`src/rtl/ula_ncl_sequencer.sv`:
```
// Clocked valid/ready front end for the dual-rail NCL ULA.
// Drives DATA/NULL wavefronts and captures the synchronized result.
module ula_ncl_sequencer #(
  parameter int unsigned WIDTH   = 4,
  parameter int unsigned TIMEOUT = 255
) (
  input  logic               clk,
  input  logic               rst_n,
  input  logic               req_valid,
  output logic               req_ready,
  input  logic [WIDTH-1:0]   req_a,
  input  logic [WIDTH-1:0]   req_b,
  input  logic [1:0]         req_op,
  output logic [2*WIDTH-1:0] ula_a,
  output logic [2*WIDTH-1:0] ula_b,
  output logic [1:0]         ula_sel0,
  output logic [1:0]         ula_sel1,
  input  logic [2*WIDTH-1:0] ula_res,
  input  logic [1:0]         ula_ovf,
  output logic               rsp_valid,
  input  logic               rsp_ready,
  output logic [WIDTH-1:0]   rsp_res,
  output logic               rsp_ovf,
  output logic               rsp_err
);

  typedef enum logic [2:0] {
    FLUSH,
    IDLE,
    DATA,
    NULLW,
    RESP
  } state_t;

  localparam logic [7:0] TMO = 8'(TIMEOUT);
  localparam int unsigned NP = WIDTH + 1;

  state_t state, stateNext;
  logic [7:0] cnt, cntNext;
  logic [1:0] opQ, opNext;

  logic [2*WIDTH-1:0] resS1, resS2;
  logic [1:0]         ovfS1, ovfS2;
  logic [2*NP-1:0]    syncAll;
  logic isComplete, isNull, isIllegal;

  logic               reqReadyNext;
  logic [2*WIDTH-1:0] ulaANext, ulaBNext;
  logic [1:0]         sel0Next, sel1Next;
  logic [WIDTH-1:0]   rspResNext;
  logic               rspOvfNext, rspErrNext;

  function automatic logic [2*WIDTH-1:0] encode(
    input logic [WIDTH-1:0] v
  );
    logic [2*WIDTH-1:0] e;
    for (int i = 0; i < int'(WIDTH); i++) begin
      e[2*i+1] = v[i];
      e[2*i]   = ~v[i];
    end
    return e;
  endfunction

  function automatic logic [WIDTH-1:0] rail1(
    input logic [2*WIDTH-1:0] d
  );
    logic [WIDTH-1:0] r;
    for (int i = 0; i < int'(WIDTH); i++) begin
      r[i] = d[2*i+1];
    end
    return r;
  endfunction

  assign syncAll   = {ovfS2, resS2};
  assign rsp_valid = (state == RESP);

  // Two-flop synchronizer on every ULA output rail.
  always_ff @(posedge clk) begin
    if (!rst_n) begin
      resS1 <= '0;
      resS2 <= '0;
      ovfS1 <= '0;
      ovfS2 <= '0;
    end else begin
      resS1 <= ula_res;
      resS2 <= resS1;
      ovfS1 <= ula_ovf;
      ovfS2 <= ovfS1;
    end
  end

  // Wavefront classification of the synchronized rails.
  always_comb begin
    isComplete = 1'b1;
    isNull     = 1'b1;
    isIllegal  = 1'b0;
    for (int i = 0; i < int'(NP); i++) begin
      if (syncAll[2*i+1] == syncAll[2*i]) isComplete = 1'b0;
      if (syncAll[2*i+1] | syncAll[2*i])  isNull     = 1'b0;
      if (syncAll[2*i+1] & syncAll[2*i])  isIllegal  = 1'b1;
    end
  end

  // State, counter and registered output update.
  always_ff @(posedge clk) begin
    if (!rst_n) begin
      state     <= FLUSH;
      cnt       <= '0;
      opQ       <= '0;
      req_ready <= 1'b0;
      ula_a     <= '0;
      ula_b     <= '0;
      ula_sel0  <= '0;
      ula_sel1  <= '0;
      rsp_res   <= '0;
      rsp_ovf   <= 1'b0;
      rsp_err   <= 1'b0;
    end else begin
      state     <= stateNext;
      cnt       <= cntNext;
      opQ       <= opNext;
      req_ready <= reqReadyNext;
      ula_a     <= ulaANext;
      ula_b     <= ulaBNext;
      ula_sel0  <= sel0Next;
      ula_sel1  <= sel1Next;
      rsp_res   <= rspResNext;
      rsp_ovf   <= rspOvfNext;
      rsp_err   <= rspErrNext;
    end
  end

  // Next-state and next-output decode.
  always_comb begin
    stateNext  = state;
    cntNext    = cnt;
    opNext     = opQ;
    ulaANext   = ula_a;
    ulaBNext   = ula_b;
    sel0Next   = ula_sel0;
    sel1Next   = ula_sel1;
    rspResNext = rsp_res;
    rspOvfNext = rsp_ovf;
    rspErrNext = rsp_err;
    unique case (state)
      FLUSH: begin
        cntNext = cnt + 8'd1;
        // Synchronizer restarts from zero, so a null reading is only
        // trusted once both stages hold real samples.
        if ((isNull && cnt >= 8'd2) || cnt == TMO) begin
          stateNext = IDLE;
          cntNext   = '0;
        end
      end
      IDLE: begin
        if (req_valid && req_ready) begin
          opNext     = req_op;
          ulaANext   = encode(req_a);
          ulaBNext   = encode(req_b);
          sel0Next   = {req_op[0], ~req_op[0]};
          sel1Next   = {req_op[1], ~req_op[1]};
          cntNext    = '0;
          rspErrNext = 1'b0;
          stateNext  = DATA;
        end
      end
      DATA: begin
        cntNext = cnt + 8'd1;
        if (isIllegal || (!isComplete && cnt == TMO)) begin
          rspErrNext = 1'b1;
          rspResNext = '0;
          rspOvfNext = 1'b0;
        end else if (isComplete) begin
          rspResNext = rail1(resS2);
          rspOvfNext = ovfS2[1] & ~opQ[1];
        end
        if (isIllegal || isComplete || cnt == TMO) begin
          ulaANext  = '0;
          ulaBNext  = '0;
          sel0Next  = '0;
          sel1Next  = '0;
          cntNext   = '0;
          stateNext = NULLW;
        end
      end
      NULLW: begin
        cntNext = cnt + 8'd1;
        if (isNull) begin
          stateNext = RESP;
        end else if (cnt == TMO) begin
          rspErrNext = 1'b1;
          stateNext  = RESP;
        end
      end
      RESP: begin
        if (rsp_ready) stateNext = IDLE;
      end
      default: stateNext = FLUSH;
    endcase
    // After a response, req_ready waits one IDLE cycle before rising.
    reqReadyNext = (stateNext == IDLE) && (state != RESP);
  end

endmodule

```
`config.mk`:
```
export PLATFORM = sky130hd
export DESIGN_NAME = ula_ncl_sequencer
export DESIGN_NICKNAME = d
export VERILOG_FILES = /design/src/rtl/ula_ncl_sequencer.sv
export SDC_FILE = /design/constraint.sdc
export NUM_CORES = 1
export LEC_CHECK = 0
export ABC_AREA = 0
export BUFFER_PORTS_ARGS = -buffer_cell sky130_fd_sc_hd__buf_2
export CAP_MARGIN = 30
export CORE_MARGIN = 5
export CORE_UTILIZATION = 54
export DETAILED_ROUTE_END_ITERATION = 10
export PLACE_DENSITY = 0.78
export SETUP_SLACK_MARGIN = 0.4
export SYNTH_ARGS = -nofsm -noshare
export SYNTH_HDL_FRONTEND = slang
export SYNTH_SLANG_ARGS = --single-unit
```
`constraint.sdc`:
```
create_clock -name clk -period 2.3 [get_ports clk]
set_clock_uncertainty 0.05 [all_clocks]
set_input_delay 0.69 -clock clk [delete_from_list [all_inputs] [get_ports clk]]
set_output_delay 0.69 -clock clk [all_outputs]
set_load 0.005 [all_outputs]
```
==> results of run 1 <==
==> routing by layer <==
metal | up-vias | wire length (um)
li1 | 1150 | -
met1 | 1051 | 2570
met2 | 102 | 2750
met3 | 18 | 493
met4 | 0 | 149
met5 | - | 0
==> final cells by class <==
class,instances,area share
clock buffer,12,0.0472
clock inverter,4,0.0148
inverter,17,0.0194
multi-input combinational,202,0.415
sequential,59,0.363
tap,67,0.0255
timing repair buffer,67,0.115
==> cell usage after synthesis, types with 3 or more instances <==
master,count,area share
dfxtp_1,59,0.45
inv_1,17,0.024
o21ai_0,6,0.011
nand2_1,36,0.051
o21ai_1,20,0.038
a22oi_1,4,0.011
and2_1,20,0.048
nand4_1,9,0.021
nand4b_1,10,0.033
nor2_1,24,0.034
a21oi_1,5,0.0095
clkbuf_1,11,0.016
nand3_1,10,0.019
o211ai_1,7,0.020
ha_1,12,0.057
nor2b_1,3,0.0071
==> final timing paths <==
check           start       end  slack [ns]  cells after the start
max            cnt[0]    cnt[2]        0.47                      7
min          resS1[6]  resS2[6]        0.38                      1
max reg2reg    cnt[0]    cnt[2]        0.47                      7
min reg2reg  resS1[6]  resS2[6]        0.38                      1
==> worst max-delay path, delay by kind of cell, from the launching register on <==
family | cells | cell delay [ns]
simple gates | 2 | 0.50
buf+inv | 1 | 0.05
compound gates | 3 | 0.57
fa+ha+maj | 1 | 0.20
flops | 1 | 0.36
==> logic make-up after synthesis <==
| kind of cell | after synthesis | synth area share |
|---|---|---|
| AO/OA/AOI/OAI | 61 | 0.161 |
| XOR/XNOR | 1 | 0.00333 |
| adder cells (fa/ha/maj) | 12 | 0.0570 |
| buffers and inverters | 34 | 0.0580 |
| flip-flops | 59 | 0.449 |
| AND/OR/NAND/NOR | 128 | 0.272 |
==> flip-flops by register name, summed over array words and instances (netlist names), 3 cells and up <==
signal   flops
rsp_res      4
cnt          8
resS1        8
ula_b        8
resS2        8
ula_a        8
state        3
==> where the power goes <==
group | internal [W] | switching, W
sequential | 0.00107 | 0.0000483
combinational | 0.000142 | 0.000187
clock | 0.000557 | 0.000407
total | 0.00177 | 0.000642
==> metrics by stage <==
| step | instance area (um^2) | util | total power (W) | cells |
|---|---|---|---|---|
| final | 3290 | 0.696 | 0.00241 | 428 |
| after global routing | 3290 | 0.696 | 0.00253 | 428 |
| after CTS | 3170 | 0.671 | 0.00238 | 421 |
| after detailed placement | 2940 | 0.623 | 0.00141 | 404 |
| after global placement | 2940 | 0.623 | 0.00141 | 404 |
| after floorplan | 2630 | - | 0.00134 | 295 |
==> layout by cell type (no fill, tap or decap), drive strengths merged, types with 2 or more instances in the layout <==
cell type   n
a22oi       4
nand3      10
ha         12
inv        17
nor3        4
o311ai      3
nand2      37
clkinv      3
or2         2
o211ai      7
o31ai       2
a21oi       5
o21ai      28
o21a        2
a32oi       2
nor2b       3
nand4b     10
and2       20
clkbuf     12
nor4        5
dfxtp      59
nand4      10
buf        67
nor2       26
==> repair_timing <==
action                                 in CTS  in global routing
setup buffers                               1                  7
endpoints found under the hold margin       0                  0
resized for setup                           7                 14
setup endpoints to repair                  27                 35
pin swaps                                   1                  7
==> results.cfg, run 1 <==
[run_status]
status = completed

[grt]
grt_max_degree = 35
grt_pass1_wl_um = 9430
grt_pass1_vias = 2054
grt_use_met2 = 0.288
busiest_layer = met2
grt_usage = 0.192
gr-usage-met1 = 0.242
grt_use_met3 = 0.0722
antenna_found_initial = 0
grt_overflow = 0

[clocking]
cts_tree = done
numClockSinks = 59
clock_latency_ns = 0.34
cts_root_buf = clkbuf_8
htreeDepth = 3
cts_hold_buffers = 0
cts_buffers = 9
cts_buffer_depth = 2
clkTransAtPathRegs_ns = 0.07

[finish]
multi_input_area_mm2 = 0.00136
syn_to_final_growth_pct = 24.9
final_nets = 392
regArea_mm2 = 0.00119
drive_above_1_share = 0.305
n_antenna_cell = 0
fill_cells = 377

[floorplanning]
core_area_mm2 = 0.00472
die_y_um = 79.8
initial_core_util = 0.557
core.rowCount = 25
dieArea_mm2 = 0.00637
die-width_um = 79.8
io_pins = 52

[sta]
setup_viol = 0
period_needed_ns = 1.83
min_period_over_period = 0.796
rsz0062_at_grt = false
layout_setup_ws_ns = 0.470
max_clock_freq_mhz = 546
holdWs_ns = 0.381
maxSlewHeadroom = 0.591
finalSetupTns_ns = 0
hold_viol = 0
tightest_slew_ns = 0.611
final_max_slew_viol_count = 0

[place]
portBuffers = 51
gp_congestion = 0.832
place_ws_ns = 0.340
hpwlAfterDp_um = 3970

[drt]
drtPass1Iterations = 4
drtIter0Drc = 202
wl_per_cell_um = 13.9
vias_per_cell = 5.42
route.detailed.drc = 0
wl_um = 5960
vias = 2321
antenna_left = 0

[yosys]
synth_flop_cell = dfxtp_1
synthCells = 295
synth_cell_types = 46
synth_fp_nets = 331
synth-seq-cells = 59
async_flop_share = 0
synth_warnings = 0
ys_seq_area_frac = 0.449
synth_area_mm2 = 0.00263
postSynthAreaPerCell_um2 = 8.92
synth_edf_count = 0

[power]
leakagePower_nw = 1.38
vdd_drop_max_uv = 492
powerDensity_mw_per_mm2 = 735

[setup_path]
cp_cell_sequence = inv_1, ha_1, nor4_2, a211oi_2, nor4_4, o21ai_2, o311ai_1
cp.arrival_ns = 2.03
crit_type = reg -> reg
worstSetupEndpointType = flop
cp_max_fo = 5
critPathSlowestCell = dfxtp_2
required_ns = 2.50
cp-start-kind = flop
cpPeakStageDelay_ns = 0.36

[flow_run]
maxCapViolations = 0

[worst_hold_path]
hold_path.class = reg -> reg
No activity file was read; power rests on OpenSTA's default activity.
==> run 2: changes to the inputs <==
CORE_UTILIZATION = 49   (was 54)
PLACE_DENSITY = 0.75   (was 0.78)
clock period = 1.45 ns   (was 2.3 ns; I/O delays follow)
==> run 2 against run 1 <==
The flow now finishes with violations (negative setup slack). Final area is 22% higher. First-iteration DRC count rose by 0.99%. Core utilization up 7.8 points. Maximum frequency down 3.1%. Clock power up 56%. Worst setup slack lost 0.91 ns. Largest cell class unchanged. Worst hold slack worse by 0.14 ns. Critical path depth rose by 1. Routed wire length rose by 31%. Sequential power is 63% higher. Register-to-register slack worse by 0.91 ns.
==> results.cfg, run 2 (synthesized netlist as in run 1, its figures left out) <==
[run_status]
status = finished, violations left
failed_checks = negative setup slack

[grt]
grt_max_degree = 51
grt_overflow = 0
grt_pass1_wl_um = 11800
grt_usage = 0.210
antenna_found_initial = 0
grt_pass1_vias = 2502

[place]
hpwlAfterDp_um = 4380
gp_congestion = 0.853
place_ws_ns = -0.382
dpl.cell_count = 433
portBuffers = 51
placed_cell_area_mm2 = 0.00327

[floorplanning]
core.rowCount = 26
initial_core_util = 0.509
dieArea_mm2 = 0.00694
core_area_mm2 = 0.00517
die_y_um = 83.3
die-width_um = 83.3
io_pins = 52

[setup_path]
cp.arrival_ns = 2.06
crit_type = reg -> reg
cpPeakStageDelay_ns = 0.40
r2r_end = rsp_ovf
required_ns = 1.62
rrSetupSlack_ns = -0.44
reg2reg_from = cnt[1]
path_buf_inv = 2
critPathTopFamily = simple AND/OR/NAND/NOR gates
critPathSlowestCell = dfxtp_4
cp_cell_sequence = ha_4, nand4_4, nor2_4, o311ai_4, buf_4, buf_6, a32oi_1, nor2_1
worstSetupEndpointType = flop
rr_worst_depth = 8
cp-start-kind = flop
cp_max_fo = 5

[drt]
wl_per_cell_um = 16.6
drtPass1Iterations = 4
route.detailed.drc = 0
vias_per_cell = 5.51
vias = 2592
wl_um = 7820
drtIter0Drc = 204
antenna_left = 0

[sta]
hold_viol = 0
maxSlewHeadroom = 0.593
layout_setup_ws_ns = -0.438
rsz0062_at_grt = true
period_needed_ns = 1.89
setup_viol = 39
final_max_slew_viol_count = 0
max_clock_freq_mhz = 530
tightest_slew_ns = 0.609
min_period_over_period = 1.30
finalSetupTns_ns = -10.39

[clocking]
clkTransAtPathRegs_ns = 0.08
cts_tree = done
cts_buffer_depth = 2
cts_root_buf = clkbuf_8
clock_latency_ns = 0.35
numClockSinks = 59
cts_buffers = 9
cts_hold_buffers = 0
htreeDepth = 3

[finish]
syn_to_final_growth_pct = 52.1
fill_cells = 299
drive_above_1_share = 0.533
regArea_mm2 = 0.00125
layout_commonest_cell = buf_4
final_area_mm2 = 0.00400
mostFrequentLayoutCells = buf_4 (44), dfxtp_2 (36), buf_2 (34)
final_nets = 431
multi_input_area_mm2 = 0.00155
n_antenna_cell = 0
final_cell_count_no_fill = 470

[power]
leakagePower_nw = 1.66
powerDensity_mw_per_mm2 = 1020
vdd_drop_max_uv = 902

[worst_hold_path]
hold_end = resS1[7]
hold_path.class = in -> reg
min_path_cells = 2
worstHoldStart = ula_res[7]

[flow_run]
maxCapViolations = 0
[run 2: changes by cell type in the layout (fill, tap and decap cells not counted), moves of 4 or more]
cell     change
dfxtp_1     -37
dfxtp_2     +33
buf_4       +29
buf_6       +22
buf_2       -17
ha_1         -5
ha_4         +5
o21ai_0      -5
dfxtp_4      +4
o21ai_1      +4
[run 2: per-stage QoR]
| stage | hold WS [ns] | util | total power (W) |
|---|---|---|---|
| 3_3_place_gp | 0.364 | 0.633 | 0.00238 |
| 3_5_place_dp | 0.368 | 0.633 | 0.00239 |
| 5_1_grt | 0.237 | 0.774 | 0.00424 |
| 2_1_floorplan | 0.362 | - | 0.00219 |
| 6_report | 0.243 | 0.774 | 0.00408 |
| 4_1_cts | 0.239 | 0.740 | 0.00401 |
[run 2: layer usage]
layer,share of wire,GRT usage,vias up
met2,0.51,0.364,110
met4,0.026,0.0877,0
met1,0.40,0.238,1226
li1,-,-,1231
met3,0.060,0.0673,25
met5,0,0,-
[run 2: where the power goes]
part / total [W] / internal (W) / leakage [nW] / switching, W
Clock: 0.00150 / 0.000833 / 0.103 / 0.000672
Combinational: 0.000750 / 0.000375 / 1.05 / 0.000374
Sequential: 0.00182 / 0.00172 / 0.502 / 0.000107
Total: 0.00408 / 0.00293 / 1.66 / 0.00115
[run 2: worst max path at each step]
stage	from	end	slack, ns	cells past startpoint
finish	cnt[1]	rsp_ovf	-0.44	8
global route	resS2[4]	rsp_ovf	-0.48	9
CTS	resS2[5]	req_ready	-0.29	7
detailed placement	resS2[2]	cnt[5]	-0.38	6
global placement	resS2[2]	cnt[3]	-0.33	6
floorplan	ovfS2[0]	req_ready	-0.22	7
[run 2: repair_timing]
item                       4_1_cts  5_1_grt
gates cloned                     1        0
setup buffers                   13        7
setup endpoints to repair       67       67
gates resized for setup         72       27
pin swaps                       15        2
[run 2: area by class of cell]
| class | count | share of cell area |
|---|---|---|
| Tap cell | 70 | 0.0219 |
| Clock buffer | 11 | 0.0353 |
| Timing Repair Buffer | 106 | 0.215 |
| Multi-Input combinational cell | 202 | 0.386 |
| Sequential cell | 59 | 0.312 |
| Inverter | 17 | 0.0166 |
| Clock inverter | 5 | 0.0128 |
